===== config.mk =====
export PLATFORM = sky130hd
export DESIGN_NAME = imem_boot_loader
export DESIGN_NICKNAME = d
export VERILOG_FILES = /design/src/rtl/imem_boot_loader.sv
export SDC_FILE = /design/constraint.sdc
export NUM_CORES = 1
export LEC_CHECK = 0
export BUFFER_PORTS_ARGS = -buffer_cell sky130_fd_sc_hd__buf_2
export CAP_MARGIN = 5
export CORE_MARGIN = 2
export CORE_UTILIZATION = 62
export CTS_BUF_LIST = sky130_fd_sc_hd__clkbuf_8
export CTS_CLUSTER_SIZE = 25
export DETAILED_ROUTE_END_ITERATION = 6
export PLACE_DENSITY = 0.91
export SETUP_SLACK_MARGIN = 0.2
export SYNTH_ARGS = -nofsm -noshare
export SYNTH_HDL_FRONTEND = slang
export SYNTH_SLANG_ARGS = --single-unit

===== constraint.sdc =====
create_clock -name clk -period 9.8 [get_ports clk]
set_clock_uncertainty 0.05 [all_clocks]
set_input_delay 1.96 -clock clk [delete_from_list [all_inputs] [get_ports clk]]
set_output_delay 1.96 -clock clk [all_outputs]
set_load 0.05 [all_outputs]

===== src/rtl/imem_boot_loader.sv =====
// imem_boot_loader
//   Boot loader for the MIPS_R2000 instruction memory. Instruction words arrive
//   on a valid/ready stream and are written into the byte-addressed,
//   little-endian imem one byte per cycle. The CPU is held in reset while
//   loading. It is then released for a bounded run that a watchdog measures.
//
// Ports
//   clk, rst        rising-edge clock, asynchronous active-high reset
//   in_valid/ready  word stream handshake; in_data word, in_last final word
//   mem_we/addr/wdata  imem byte write port (addr/wdata are 0 when we=0)
//   cpu_rst         CPU reset, high while loading
//   running         CPU released, watchdog counting
//   done            run window expired (sticky until rst)
//   overflow_err    a word was dropped because it would not fit (sticky)
//   word_count      words actually written since reset
//   state_dbg       current FSM state (LOAD=0, WRITE=1, RUN=2, DONE=3)
//
// Handshake: a word transfers on a rising edge where in_valid and in_ready
// are both high. in_data and in_last are sampled only on that edge. While
// in_ready is low, in_valid is ignored, and the source must hold its word
// until a transfer occurs.
module imem_boot_loader #(
  parameter int DATA_W     = 32,
  parameter int ADDR_W     = 10,
  parameter int START_ADDR = 0,
  parameter int RUN_CYCLES = 1000
) (
  input  logic              clk,
  input  logic              rst,
  input  logic              in_valid,
  output logic              in_ready,
  input  logic [DATA_W-1:0] in_data,
  input  logic              in_last,
  output logic              mem_we,
  output logic [ADDR_W-1:0] mem_addr,
  output logic [7:0]        mem_wdata,
  output logic              cpu_rst,
  output logic              running,
  output logic              done,
  output logic              overflow_err,
  output logic [ADDR_W-1:0] word_count,
  output logic [1:0]        state_dbg
);

  localparam int BYTES = DATA_W / 8;
  localparam int DEPTH = 2 ** ADDR_W;
  localparam int IDX_W = (BYTES > 1) ? $clog2(BYTES) : 1;

  localparam logic [IDX_W-1:0]  LAST_IDX  = IDX_W'(BYTES - 1);
  localparam logic [ADDR_W:0]   START_PTR = (ADDR_W + 1)'(START_ADDR);
  localparam logic [ADDR_W:0]   BYTES_PTR = (ADDR_W + 1)'(BYTES);
  localparam logic [ADDR_W+1:0] DEPTH_EXT = (ADDR_W + 2)'(DEPTH);
  localparam logic [ADDR_W+1:0] BYTES_EXT = (ADDR_W + 2)'(BYTES);
  localparam logic [31:0]       RUN_LAST  = 32'(RUN_CYCLES - 1);

  typedef enum logic [1:0] {
    S_LOAD  = 2'd0,
    S_WRITE = 2'd1,
    S_RUN   = 2'd2,
    S_DONE  = 2'd3
  } state_t;

  state_t            state;
  logic [ADDR_W:0]   ptr;       // one extra bit: the DEPTH boundary is seen without wrap
  logic [IDX_W-1:0]  byte_idx;  // index of the byte currently presented on mem_*
  logic [31:0]       cyc;
  logic [DATA_W-1:0] shift_q;   // remaining bytes of the word, next byte in [7:0]
  logic              last_q;
  logic              fits;

  // The test is done one bit wider than ptr, so ptr+BYTES cannot wrap.
  assign fits      = ({1'b0, ptr} + BYTES_EXT) <= DEPTH_EXT;
  assign state_dbg = state;

  always_ff @(posedge clk or posedge rst) begin
    if (rst) begin
      state        <= S_LOAD;
      ptr          <= START_PTR;
      byte_idx     <= '0;
      cyc          <= '0;
      shift_q      <= '0;
      last_q       <= 1'b0;
      in_ready     <= 1'b1;
      mem_we       <= 1'b0;
      mem_addr     <= '0;
      mem_wdata    <= '0;
      cpu_rst      <= 1'b1;
      running      <= 1'b0;
      done         <= 1'b0;
      overflow_err <= 1'b0;
      word_count   <= '0;
    end else begin
      case (state)
        S_LOAD: begin
          // in_ready is always high in LOAD, so in_valid alone marks a transfer.
          if (in_valid) begin
            if (fits) begin
              // Byte 0 is presented immediately and is written on the next edge.
              state     <= S_WRITE;
              last_q    <= in_last;
              in_ready  <= 1'b0;
              mem_we    <= 1'b1;
              mem_addr  <= ptr[ADDR_W-1:0];
              mem_wdata <= in_data[7:0];
              shift_q   <= in_data >> 8;
              byte_idx  <= '0;
            end else begin
              overflow_err <= 1'b1;
              if (in_last) begin
                state    <= S_RUN;
                in_ready <= 1'b0;
                cpu_rst  <= 1'b0;
                running  <= 1'b1;
              end
            end
          end
        end

        S_WRITE: begin
          if (byte_idx == LAST_IDX) begin
            mem_we     <= 1'b0;
            mem_addr   <= '0;
            mem_wdata  <= '0;
            ptr        <= ptr + BYTES_PTR;
            word_count <= word_count + 1'b1;
            if (last_q) begin
              state   <= S_RUN;
              cpu_rst <= 1'b0;
              running <= 1'b1;
            end else begin
              state    <= S_LOAD;
              in_ready <= 1'b1;
            end
          end else begin
            byte_idx  <= byte_idx + 1'b1;
            mem_addr  <= mem_addr + 1'b1;
            mem_wdata <= shift_q[7:0];
            shift_q   <= shift_q >> 8;
          end
        end

        S_RUN: begin
          if ((RUN_CYCLES != 0) && (cyc == RUN_LAST)) begin
            state   <= S_DONE;
            running <= 1'b0;
            done    <= 1'b1;
          end else if (cyc != 32'hFFFF_FFFF) begin
            cyc <= cyc + 1'b1;
          end
        end

        // Terminal: the CPU is left out of reset so its state can be inspected.
        S_DONE: begin
        end

        default: state <= S_LOAD;
      endcase
    end
  end

endmodule


==> key figures, run 1 <==
Global routing
  – Overall Global Routing Usage: 26.33%
  – Grt total ovfl: 0
  – Largest net degree at the start of global routing: 66
  – First-pass GRT wire length: 20.36 mm
  – Initial antenna violation count: 0
  – Vias in the first global route: ~4200

Setup path
  – Setup crit end kind: flop
  – Worst reg-to-reg path cell count: 5
  – Critical path fanouts, max: 17
  – FF-to-FF setup slack: 6280 ps
  – Crit path required time: 10020 ps
  – CP Launch Type: primary input
  – Setup crit start: in_valid
  – Crit path DAT: 3840 ps
  – R2R Path Start: state_dbg[1]
  – CP endpoint: shift_q[15]
  – Setup CP Type: primary input to flop
  – Reg2reg end: shift_q[15]

Clock network
  – Clock Path Buffers: 2
  – Clock sinks: 104
  – H-Tree Depth: 3
  – Clock slew seen by the registers of the worst setup and hold paths: 110 ps
  – CTS buffer count: 9
  – TritonCTS clock tree: yes
  – Root Buffer: clkbuf_8
  – Hold_buf cts: 0
  – Setup bufs post-CTS: 0
  – Clk_lat worst skew: around 370 ps
  – # resized after CTS: 0

Synthesis
  – Mapped Cells: 509
  – Synth Area in XOR/XNOR: slightly below 8%
  – Mean Syn Cell Area: 10.59 um2
  – Synth Flop Type: dfrtp_1
  – Flop and latch count out of synthesis: 104
  – Async set-reset flop share out of synthesis: 100.0%
  – Area share of fa/ha/maj cells after synthesis: 2.088%
  – Synth cell types: 60
  – Combinational family with the most area after synthesis: simple AND/OR/NAND/NOR gates
  – Mux cell area share after synthesis: 8.097%
  – Post-Synth Simple-Gate Area: 18.68%
  – Post-synth EDFFs: 0
  – Yosys warnings: 0
  – Synthesized Nets: 554
  – Synthesized cell area: between 5000 and 6000 um2
  – Sequential area share after synthesis: 48.31%
  – Compound-Gate Fraction of Synth Area: 11.58%

Routing
  – Routed len/inst: 17.73 um
  – Drt drc: 0
  – Routed Antenna Nets: 0
  – Vias per inst: 6.249
  – Final wirelength: approximately 12 mm
  – Vias: 4293
  – Iteration-0 DRC Markers: 358
  – First-pass iteration count of the detailed router: 6

STA
  – Final hold vios: 0
  – Slew Limit Fails: 0
  – Max Fclk: between 200 and 300 MHz
  – Worst Tran Pin Value: about 1200 ps
  – Period utilization: 36.98%
  – TNS Setup: 0 ps
  – RSZ-0062 raised after global routing: false
  – Final setup viols: 0
  – Slew margin rel.: 22.31%
  – Final min period: 3624 ps

Run status
  – Status: completed

Power
  – Leakage: 0.002840 uW
  – Worst vdd ir: 0.08808 mV
  – Power per Cell Area: 119.5 nW/um2

Finish
  – Nets@finish: slightly above 600
  – P&R area growth vs syn: 11.42%
  – Most common cell after layout, fill and taps aside: dfrtp_1
  – Share of layout cells above drive strength 1: 24.01%
  – Most frequent cells in the layout: dfrtp_1, buf_2, nand2_1
  – Area of the multi-input gates: 2618 um2
  – Register area: between 2000 and 3000 um2
  – # fillers: roughly 620
  – Finished Layout Cells: 687
  – # diodes: 0

Floorplanning
  – Ports: 72
  – Core Region: 8593 um2
  – Die width: 97.26 um
  – Die height: a little under 100 um
  – Row Count: 34
  – Die area: 9460 um2
  – Initial core utilization: 62.75%

Worst hold path
  – Worst Hold Class: flop to flop

Placement
  – Detailed placement HPWL: between 8 and 9 mm
  – Dpl cells: 670
  – Routability cong.: 0.8393
  – PortBufs: between 70 and 80

Flow run
  – Max Cap Viol: 0
==> state kept, by name, summed over array words and instances (netlist names), 2 cells and up <==
name,cells
shift_q,24
cyc,32
word_count,10
ptr,9
state_dbg,2
mem_wdata,8
mem_addr,10
byte_idx,2
==> routing by layer <==
layer,up-vias,global-route usage (%),routed length [um]
met5,-,0,0
met4,0,8.333,235
met3,25,4.029,772
met2,180,42.79,5893
met1,2094,36.92,5281
li1,1994,-,-
==> worst max-delay path, stage by stage <==
cell      delay (ps)
buf_2            110
nand2_1          130
a2111o_1         560
a21oi_4          650
mux2_2           410
==> stage by stage <==
step	hold slack, ps	area (um2)	setup slack (ps)	power (uW)	utilization [%]
floorplan	407.0	5393	5061	456.6	-
finish	431.0	6008	6176	717.8	69.92
CTS	443.3	6001	6187	719.6	69.83
global placement	409.3	5813	5903	467.6	67.65
detailed placement	424.1	5813	5806	468.8	67.65
global route	457.4	6008	6054	739.6	69.92
==> final cells by class <==
| class | instances | area share [%] |
|---|---|---|
| inverter | 18 | 1.166 |
| clock buffer | 9 | 2.062 |
| sequential | 104 | 43.36 |
| timing repair buffer | 76 | 6.539 |
| clock inverter | 7 | 1.062 |
| tap | 108 | 2.249 |
| multi-input combinational | 365 | 43.57 |
==> worst min-delay path by stage <==
stage / startpoint / endpoint / slack [ps] / cells after the start
3_3_place_gp: word_count[9] / word_count[9] / 410 / 1
2_1_floorplan: cyc[23] / cyc[23] / 410 / 1
6_report: word_count[9] / word_count[9] / 430 / 1
5_1_grt: cpu_rst / cpu_rst / 460 / 1
4_1_cts: word_count[9] / word_count[9] / 440 / 1
3_5_place_dp: word_count[9] / word_count[9] / 420 / 1
==> Yosys cell counts (2+ instances only) <==
cell type / instances / area (um2)
a21oi_1: 2 / 10.01
dfrtp_1: 102 / 2552
a22o_1: 13 / 113.9
or3_1: 2 / 12.51
nand2_1: 48 / 180.2
nor2_1: 18 / 67.56
xor2_1: 26 / 227.7
a2111oi_0: 4 / 35.03
nor4b_1: 2 / 17.52
buf_1: 2 / 7.510
and2_1: 4 / 25.02
o211ai_1: 5 / 37.54
nand3_1: 32 / 160.2
mux2i_1: 2 / 20.02
nor4_4: 2 / 42.54
nand2b_1: 5 / 31.28
and4_1: 2 / 17.52
inv_1: 17 / 63.81
o21bai_1: 2 / 15.01
a211oi_1: 2 / 15.01
o22ai_1: 2 / 12.51
o2bb2ai_1: 2 / 17.52
dfstp_2: 2 / 52.55
nand4_1: 21 / 131.4
ha_1: 9 / 112.6
buf_2: 3 / 15.01
a22oi_1: 9 / 67.56
nor3_1: 22 / 110.1
clkbuf_1: 15 / 56.30
xnor2_1: 23 / 201.4
nor4_1: 16 / 100.1
a31oi_1: 2 / 12.51
mux2_2: 25 / 281.5
or2_2: 3 / 18.77
and3_1: 8 / 50.05
mux2_4: 9 / 135.1
o21ai_0: 21 / 105.1
o32ai_1: 3 / 26.28
==> cell families after synthesis <==
kind of cell	Yosys count
and+or+nand+nor	190
DFF	104
AOI/OAI and AO/OA	81
xor gates and xnor gates	49
buffers and inverters	40
muxes	36
adders and majority gates	9
==> power by group <==
group	internal (uW)	total (uW)	switching, uW
sequential	432	435	2.29
clock	97.7	258	160
combinational	12.3	25.4	13.1
total	542	718	176
Note: power is estimated with default switching activity, not from simulation.
==> inputs of run 2 (changes only) <==
--- a/config.mk
+++ b/config.mk
@@ -5,14 +5,15 @@
 export SDC_FILE = /design/constraint.sdc
 export NUM_CORES = 1
 export LEC_CHECK = 0
+export ABC_AREA = 1
 export BUFFER_PORTS_ARGS = -buffer_cell sky130_fd_sc_hd__buf_2
 export CAP_MARGIN = 5
 export CORE_MARGIN = 2
-export CORE_UTILIZATION = 62
+export CORE_UTILIZATION = 55
 export CTS_BUF_LIST = sky130_fd_sc_hd__clkbuf_8
 export CTS_CLUSTER_SIZE = 25
 export DETAILED_ROUTE_END_ITERATION = 6
-export PLACE_DENSITY = 0.91
+export PLACE_DENSITY = 0.85
 export SETUP_SLACK_MARGIN = 0.2
 export SYNTH_ARGS = -nofsm -noshare
 export SYNTH_HDL_FRONTEND = slang
==> constraint.sdc (replaced) <==
create_clock -name clk -period 2.93 [get_ports clk]
set_clock_uncertainty 0.05 [all_clocks]
set_input_delay 0.586 -clock clk [delete_from_list [all_inputs] [get_ports clk]]
set_output_delay 0.586 -clock clk [all_outputs]
set_load 0.05 [all_outputs]
==> key figures, run 2 <==
Run status
  – Status: completed

Synthesis
  – Post-synth top area share: 42.66% (-4.7 points)
  – Mean Syn Cell Area: 7.405 um2 (-30%)
  – Post-synth EDFFs: 0 (unchanged)
  – Synthesized cell area: 5983 um2 (+11%)
  – Mapped Cells: 808 (+59%)
  – Flop and latch count out of synthesis: 104 (unchanged)
  – Synthesized Nets: 853 (+54%)
  – Commonest cells post-synth: nand2_1, dfrtp_1, nor2_1
  – Sequential area share after synthesis: 43.54% (-4.8 points)
  – Synth Flop Type: dfrtp_1
  – Yosys warnings: 0 (unchanged)
  – Top cells by area, synth: dfrtp_1, nand2_1, nand3_1, nand4_1, nor2_1
  – Async set-reset flop share out of synthesis: 100.0% (unchanged)
  – Biggest area consumer among synthesized cells: dfrtp_1
  – Synth cell types: 34 (-43%)
  – Most frequent cell after synthesis: nand2_1

Finish
  – Finished Layout Cells: 1009 (+47%)
  – Post-route cell area: 6629 um2 (+10%)
  – P&R area growth vs syn: 10.79%
  – # diodes: 0 (unchanged)
  – Reg with most FFs: cyc
  – Share of layout cells above drive strength 1: 13.58% (-10 points)
  – Most common cell after layout, fill and taps aside: nand2_1
  – Most frequent cells in the layout: nand2_1, dfrtp_1, buf_2
  – # fillers: 956 (+53%)
  – Max reg flops: 32 (unchanged)
  – Top Registers: cyc x32, shift_q x24
  – Nets@finish: 910 (+47%)
  – Final Util: 61.69% (-8.2 points)

Clock network
  – Clk_lat worst skew: 370 ps (about the same)
  – Clock slew seen by the registers of the worst setup and hold paths: 100 ps (about the same)
  – CTS buffer count: 9 (unchanged)
  – TritonCTS clock tree: yes
  – H-Tree Depth: 3 (unchanged)
  – Root Buffer: clkbuf_8
  – Clock Path Buffers: 2 (unchanged)
  – Clock sinks: 104 (unchanged)
  – Hold_buf cts: 0 (unchanged)

Power
  – Total power: 5407 uW (+650%)
  – Power per Cell Area: 815.7 nW/um2 (+580%)
  – Leakage: 0.003447 uW (+21%)
  – Worst vdd ir: 0.6269 mV (+610%)

Setup path
  – R2R Path Start: state_dbg[1]
  – CP Launch Type: flop
  – Crit path DAT: 2660 ps (-1180 ps)
  – Crit path required time: 3140 ps (-6880 ps)
  – Critical path fanouts, max: 35 (+18)
  – Setup crit start: state_dbg[1]
  – Setup CP Type: flop to flop
  – Setup crit end kind: flop

Global routing
  – Vias in the first global route: 5059 (+21%)
  – Overall Global Routing Usage: 25.31% (-1.0 points)
  – Initial antenna violation count: 0 (unchanged)
  – Largest net degree at the start of global routing: 62 (-6.1%)
  – Grt total ovfl: 0 (unchanged)
  – First-pass GRT wire length: 23.67 mm (+16%)

STA
  – Period utilization: 83.33%
  – Max Fclk: 409.6 MHz
  – Final hold vios: 0 (unchanged)
  – TNS Setup: 0 ps (unchanged)
  – Worst Tran Pin Value: 606.6 ps (-558.7 ps)
  – Slew Limit Fails: 0 (unchanged)
  – Slew margin rel.: 59.47% (+37 points)
  – RSZ-0062 raised after global routing: false
  – Final min period: 2442 ps
  – Final setup viols: 0 (unchanged)

Floorplanning
  – Core Region: 10750 um2 (+25%)
  – Initial core utilization: 55.68% (-7.1 points)
  – Die area: 11730 um2 (+24%)
  – Ports: 72 (unchanged)
  – Die height: 108.3 um (+11%)
  – Die width: 108.3 um (+11%)
  – Row Count: 38 (+12%)

Routing
  – Routed Antenna Nets: 0 (unchanged)
  – Vias per inst: 5.390 (-14%)
  – Drt drc: 0 (unchanged)
  – First-pass iteration count of the detailed router: 5 (-1)
  – Final wirelength: 13.75 mm (+13%)
  – Iteration-0 DRC Markers: 510 (+42%)
  – Vias: 5439 (+27%)
  – Routed len/inst: 13.62 um (-23%)

Flow run
  – Max Cap Viol: 0 (unchanged)

Placement
  – DP Area: 6432 um2 (+11%)
  – Dpl cells: 994 (+48%)
  – Routability cong.: 0.9749 (+16%)
  – Detailed placement HPWL: 9.957 mm (+18%)
  – PortBufs: 71 (unchanged)

Worst hold path
  – Worst Hold Class: primary input to async pin
run 2: changes by cell type after synthesis, moves of 15 or more:
cell	delta
nand3_1	+32
inv_1	+36
nor2_1	+48
nor4_1	-15
mux2_2	-25
nand4_1	+26
nand2_1	+257
run 2: worst paths after layout:
| path | depth (start not counted) | end | slack, ps |
|---|---|---|---|
| min reg2reg | 2 | cpu_rst | 410 |
| max | 9 | shift_q[2] | 490 |
| min | 2 | word_count[7] | 220 |
| max in group asynchronous | 3 | in_ready | 1880 |
| max reg2reg | 9 | shift_q[2] | 490 |
| min in group clk | 2 | cpu_rst | 410 |
run 2: per-stage QoR:
| stage | hold slack, ps | worst slack, ps |
|---|---|---|
| 3_5_place_dp | 394.8 | 482.3 |
| 4_1_cts | 248.1 | 432.2 |
| 2_1_floorplan | 391.7 | 726.3 |
| 3_3_place_gp | 389.0 | 556.5 |
| 6_report | 222.5 | 488.4 |
| 5_1_grt | 266.5 | 266.9 |
run 2: timing repair:
item | CTS | global route
buffers inserted | 0 | 0
resized for setup | 0 | 1
setup endpoints to repair | 0 | 8
run 2: cell families (layout without fill, tap and decap cells):
group	count (synthesis)	count (layout)	share of synthesized area (%)
AOI/OAI and AO/OA	43	43	4.392
xor gates and xnor gates	41	41	6.002
adders and majority gates	9	9	1.882
buffers and inverters	93	154	6.587
DFF	104	104	43.54
and+or+nand+nor	518	518	37.60
run 2: layout make-up:
class,count,area (um2),area share (%)
tap,140,175.2,2.643
inverter,59,225.2,3.398
clock buffer,10,137.6,2.076
timing repair buffer,80,435.4,6.569
multi-input combinational,611,2994,45.17
clock inverter,5,56.30,0.8494
sequential,104,2605,39.30
run 2: routing by layer:
metal  GRT usage, %  vias to the layer above  wire (um)  share of wire, %
li1               -                     2722          -                 -
met1          34.16                     2524       6071                44
met2          41.69                      181       6665                48
met3          3.496                       12        817               5.9
met4          9.432                        0        193               1.4
met5              0                        -          0                 0
run 2: worst max-delay path, stage by stage (launching register included):
cell,delay [ps]
dfrtp_1,430
inv_1,90
ha_1,360
inv_2,60
buf_4,260
a21oi_4,340
buf_4,240
nand3_4,260
nand2_1,170
nand2_1,70
run 2: power breakdown:
part / leakage (uW) / total [uW] / internal [uW] / switching [uW]
logic: 0.00196 / 2490 / 727 / 1760
clock network: 0.000104 / 903 / 414 / 489
registers: 0.00138 / 2020 / 1780 / 239
total: 0.00345 / 5410 / 2920 / 2490
